File: src/rtl/ringbuf_reader.sv
// Read-side adapter for the ringbuf FIFO: prefetches up to two entries into a
// head/tail skid buffer and presents them as a registered valid/ready stream.
module ringbuf_reader #(
  parameter int WIDTH = 8
) (
  input  logic             i_clk,
  input  logic             i_rst,
  input  logic [WIDTH-1:0] i_fifo_data,
  input  logic             i_fifo_empty,
  output logic             o_fifo_re,
  output logic [WIDTH-1:0] o_data,
  output logic             o_valid,
  input  logic             i_ready,
  input  logic             i_flush,
  output logic [1:0]       o_count
);

  logic [WIDTH-1:0] h_q, h_d;
  logic [WIDTH-1:0] t_q, t_d;
  logic [1:0]       cnt_q, cnt_d;
  logic [1:0]       r_s;
  logic             pop_s;
  logic             push_s;

  // Read enable uses only registered occupancy, so i_ready never reaches the ringbuf.
  assign push_s    = ~i_rst & ~i_fifo_empty & ~i_flush & (cnt_q < 2'd2);
  assign o_fifo_re = push_s;
  assign pop_s     = o_valid & i_ready & ~i_flush;
  assign r_s       = cnt_q - {1'b0, pop_s};

  assign o_valid = (cnt_q != 2'd0);
  assign o_data  = h_q;
  assign o_count = cnt_q;

  // Next-state for the skid slots and occupancy.
  always_comb begin
    h_d   = h_q;
    t_d   = t_q;
    cnt_d = cnt_q;
    if (i_flush) begin
      cnt_d = 2'd0;
    end else begin
      if (pop_s && (cnt_q == 2'd2)) begin
        h_d = t_q;
      end else begin
        h_d = h_q;
      end
      if (push_s && (r_s == 2'd0)) begin
        h_d = i_fifo_data;
      end else if (push_s && (r_s == 2'd1)) begin
        t_d = i_fifo_data;
      end else begin
        t_d = t_q;
      end
      cnt_d = cnt_q + {1'b0, push_s} - {1'b0, pop_s};
    end
  end

  // State registers.
  always_ff @(posedge i_clk or posedge i_rst) begin
    if (i_rst) begin
      h_q   <= '0;
      t_q   <= '0;
      cnt_q <= 2'd0;
    end else begin
      h_q   <= h_d;
      t_q   <= t_d;
      cnt_q <= cnt_d;
    end
  end

endmodule

File: config.mk
export PLATFORM = sky130hd
export DESIGN_NAME = ringbuf_reader
export DESIGN_NICKNAME = d
export VERILOG_FILES = /design/src/rtl/ringbuf_reader.sv
export SDC_FILE = /design/constraint.sdc
export NUM_CORES = 1
export LEC_CHECK = 0
export BUFFER_PORTS_ARGS = -buffer_cell sky130_fd_sc_hd__buf_2
export CELL_PAD_IN_SITES_DETAIL_PLACEMENT = 2
export CELL_PAD_IN_SITES_GLOBAL_PLACEMENT = 2
export CORE_ASPECT_RATIO = 0.9
export CORE_MARGIN = 5
export CORE_UTILIZATION = 36
export DETAILED_ROUTE_END_ITERATION = 10
export HOLD_SLACK_MARGIN = 0.1
export PLACE_DENSITY_LB_ADDON = 0.1
export SETUP_SLACK_MARGIN = 0.2
export SYNTH_ARGS = -nofsm -noshare
export SYNTH_HDL_FRONTEND = slang
export SYNTH_SLANG_ARGS = --single-unit
File: constraint.sdc
create_clock -name i_clk -period 5.01 [get_ports i_clk]
set_clock_uncertainty 0.1 [all_clocks]
set_input_delay 0.2505 -clock i_clk [delete_from_list [all_inputs] [get_ports i_clk]]
set_output_delay 0.2505 -clock i_clk [all_outputs]
set_load 0.02 [all_outputs]
# Word level (Yosys, flattened, before mapping)
# Cells that the tools add are included.
classes:
  n_addsub: 3
  n_lt_le_gt_ge: 1
  n_eq_ne: 2
  n_mux: 3
  bitwise: 9
  reduce_logical: 8
op_table:
  columns: ["op", "count"]
  rows:
  - ["$mux 8", 2]
  - ["$and 1x1->1", 5]
  - ["$not 1->1", 4]
  - ["$reduce_bool 2->1", 2]
  - ["$sub 2x1->2", 2]
  - ["$logic_and 1x1->1", 3]
  - ["$reduce_and 3->1", 1]
  - ["$add 2x1->2", 1]
  - ["$eq 2x1->1 const B", 1]
  - ["$eq 2x2->1 const B", 1]
  - ["$logic_not 2->1", 1]
  - ["$lt 2x2->1 const B", 1]
  - ["$mux 2", 1]
  - ["$reduce_and 2->1", 1]
word_totals:
  ff_bits: 18
  inputBits: 13
  output_inout_bits: 12
  wordCells: 29

# Longest topological paths before layout
depth:
  ltp_word: 8
  ltp_mapped: 7

# Least setup slack after synthesis
# OpenSTA, ideal clock, no wires.
synth_path:
  path_kind: "register to register"
  from: "register cnt_q[1], in the netlist o_count[1]"
  to: "register h_q[0], in the netlist o_data[0]"
  setup_ns: 0.125
  arrival_ns: 1.951
  path_slack_ns: 2.834
  path_stages_with_launch: 6
  path_buffers: 0
  synth_period_minus_slack_ns: 2.176
  path_cell_list: "dfrtp_1 > or2_2 > and3b_2 > ha_1 > nand2_1 > mux2_2"
synth_via:
  elab_chain_len: 8
  elab_cells_between_ends: 13
synth_lines:
  columns: ["item", "line", "source"]
  rows:
  - ["start, declared", "20", "logic [1:0] cnt_q, cnt_d;"]
  - ["start signal, assigned", "68", "cnt_q <= cnt_d;"]
  - ["$reduce_bool 2->1 (*)", "31", "assign o_valid = (cnt_q != 2'd0);"]
  - ["net o_valid", "12", "output logic o_valid,"]
  - ["$and 1x1->1 (*) (2 in series)", "28", "assign pop_s = o_valid & i_ready & ~i_flush;"]
  - ["$sub 2x1->2", "29", "assign r_s = cnt_q - {1'b0, pop_s};"]
  - ["$logic_not 2->1", "48", "if (push_s && (r_s == 2'd0)) begin"]
  - ["$logic_and 1x1->1", "48", null]
  - ["$reduce_bool 2->1 (no source line)", null, null]
  - ["$reduce_and 2->1 (no source line)", null, null]
  - ["end signal, assigned", "62", "h_q <= '0;"]
  - ["end signal, assigned", "66", "h_q <= h_d;"]
  - ["end, declared", "18", "logic [WIDTH-1:0] h_q, h_d;"]
# Mark *: on every way through the listed nets, which the timed path passes. The rest lies on a longest branch.
# A chain may end at the register's enable or synchronous reset.

# Worst setup path after layout
layout_path:
  from: "register cnt_q[1], in the netlist o_count[1]"
  to: "register h_q[1], in the netlist o_data[1]"
layout_via:
  elab_chain_len: 8
  elab_cells_between_ends: 13
layout_lines:
  columns: ["item", "line"]
  rows:
  - ["$reduce_bool 2->1", "31"]
  - ["$and 1x1->1 (2 in series)", "28"]
  - ["$sub 2x1->2", "29"]
  - ["$logic_not 2->1", "48"]
  - ["$logic_and 1x1->1", "48"]
  - ["$reduce_bool 2->1 (no source line)", null]
  - ["$reduce_and 2->1 (no source line)", null]
# Parallel ways exist; a longest one is shown, timed or not.

==> impl_metrics.env <==
export IMPL_avgViaCountPerCell=4.72
export IMPL_ant_nets=0
export IMPL_cts_tree="done"
export IMPL_ys_flop_type="dfrtp_1"
export IMPL_hold_start="i_fifo_empty"
export IMPL_setup_worst_path_class="flip-flop to flip-flop"
export IMPL_fin_util=0.488
export IMPL_fin_hold_ws_ps=405
export IMPL_initial_core_util=0.371
export IMPL_hold_viol=0
export IMPL_overflow=0
export IMPL_yosys_top_cells_count="18 x dfrtp_1, 16 x mux2_2, 8 x mux2_4"
export IMPL_vdd_ir_drop_worst_mv=0.256
export IMPL_synth_avg_cell_area_um2=15.1
export IMPL_synthToLayoutAreaGrowth_pct=31.4
export IMPL_finalSetupViolations=0
export IMPL_synth_distinct_cells=16
export IMPL_port_buffers=24
export IMPL_yosys_area_top_type_share=0.505
export IMPL_drcViolationCount=0
export IMPL_r2r_start="o_count[1]"
export IMPL_powerDensity_mw_per_mm2=451
export IMPL_timing_critical_path_fanout_max=8
export IMPL_required_ps=5100
export IMPL_holdPathStages=4
export IMPL_final_cell_area_mm2=0.00117
export IMPL_routabilityCongestion=0.697
export IMPL_drt_iter0_markers=15
export IMPL_ys_ff_latch=18
export IMPL_end_kind="flip-flop"
export IMPL_start_kind="flip-flop"
export IMPL_grt_max_degree=19
export IMPL_r2r_end="o_data[1]"
export IMPL_fp_dieH_um=57.2
export IMPL_post_cts_buffers=0
export IMPL_stdcell_count=124
export IMPL_yosys_area_top_type="dfrtp_1"
export IMPL_wl_per_cell_um=16.2
export IMPL_maxCapViolCount=0
export IMPL_finalSetupTns_ps=0
export IMPL_dpl_instance_area_mm2=0.00104
export IMPL_crit_path_start="o_count[1]"
export IMPL_first_pass_iters=2
export IMPL_core_mm2=0.00240
export IMPL_wirelength_um=2010
export IMPL_grt_pass1_wl_um=3330
export IMPL_leakage_uw=0.000593
export IMPL_synth_edf_count=0
export IMPL_fmax_ghz=0.457
export IMPL_tightest_slew_ps=690
export IMPL_netlist_instances=59
export IMPL_ys_seq_area_frac=0.505
export IMPL_placementRows=17
export IMPL_async_reset_ff_frac=1.00
export IMPL_cts_sinks=18
export IMPL_place_inst=110
export IMPL_grt_pass1_vias=676
export IMPL_worstPathArrival_ps=2270
export IMPL_die_w_um=62.5
export IMPL_slew_violations=0
export IMPL_antenna_found_initial=0
export IMPL_maxSlewHeadroom=0.539
export IMPL_hpwl_um=1510
export IMPL_num_antenna_cells=0
export IMPL_ios=25
export IMPL_min_to="t_q[3]"
export IMPL_rr_worst_depth=5
export IMPL_synth_warnings=0
export IMPL_netlist_area_um2=892
export IMPL_dieArea_mm2=0.00357
export IMPL_clk_latency_ps=290
export IMPL_h_tree_depth=1
export IMPL_synth_most_common_cell="dfrtp_1"
export IMPL_vias=585
export IMPL_cts_made_buffers=3
export IMPL_drive_gt1_frac=0.594
export IMPL_status="finished clean"
export IMPL_fin_crit_ps=2190
export IMPL_rsz0062_at_grt="false"
export IMPL_r2r_setup_slack_ps=2820
export IMPL_min_path_type="primary input to flip-flop"
export IMPL_synth_nets=74
export IMPL_grt_use_total=0.121
export IMPL_final_period_utilization=0.437
export IMPL_synth_area_leaders="dfrtp_1 50%, mux2_2 20%, mux2_4 13%, ha_1 2.8%, nor4_4 2.4%"
export IMPL_cts_buffer_depth=2
export IMPL_cts_clk_slew_worst_paths_ps=110
export IMPL_final_nets=112
export IMPL_clock_root_buffer="clkbuf_4"
worst max path at each step:
stage                            to  slack, ps  cells past startpoint
after global routing         t_q[3]       2700                      6
after CTS                 o_data[1]       2800                      5
final                     o_data[1]       2820                      5
after floorplan           o_data[0]       2830                      5
after detailed placement  o_data[4]       2810                      5
after global placement    o_data[2]       2910                      5
repair_timing:
| item | 4_1_cts | 5_1_grt |
|---|---|---|
| endpoints found under the hold margin | 33 | 0 |
| hold buffers | 10 | 0 |
| endpoints found under the setup margin | 0 | 0 |
| gates resized for setup | 0 | 0 |
area by class of cell:
cell class                      instances  area [um^2]
Fill cell                             231         1230
Sequential cell                        18          450
Multi-Input combinational cell         37          419
Timing Repair Buffer                   34          220
Clock buffer                            4         36.3
Tap cell                               28         35.0
Inverter                                3         11.3
critical path, cell delays in order (launching register included):
cell and delay, ps:
dfrtp_1 460, or2_2 320, and3b_2 220, ha_1 300, nand2_1 290, mux2_2 380
power breakdown:
group          switching [uW]  total (uW)  internal, uW
Clock                    45.9        90.2          44.3
Sequential               32.9         236           203
Combinational            89.6         203           113
cells in the final DEF, fill, tap and decap left out, drive strengths merged:
cell,count
nand2,2
or2,1
inv,3
dfrtp,18
dlygate4sd3,10
clkbuf,4
and3b,1
xnor2,1
nor4,1
and4bb,1
mux2,24
ha,2
and2b,1
xor2,1
nor2,2
buf,24
sequential cells by signal (all words and copies together), names as in the netlist:
signal and flops:
o_data 8, t_q 8, o_count 2
kinds of logic after synthesis:
logic type,synth area share
buf+inv,0.0252
flops,0.505
simple gates,0.0856
mux,0.337
xor+xnor,0.0196
fa+ha+maj,0.0280
per-stage QoR:
stage          setup WS [ps]  total power, uW
2_1_floorplan           2830              376
5_1_grt                 2700              564
3_3_place_gp            2910              429
6_report                2820              529
4_1_cts                 2800              540
3_5_place_dp            2810              440
layer usage:
metal,up-vias,wire [um],global-route usage
met1,283,896,0.141
li1,283,-,-
met3,2,107,0.0531
met2,17,993,0.206
met5,-,0,0
met4,0,12,0.0273
No activity file was read; power rests on OpenSTA's default activity.
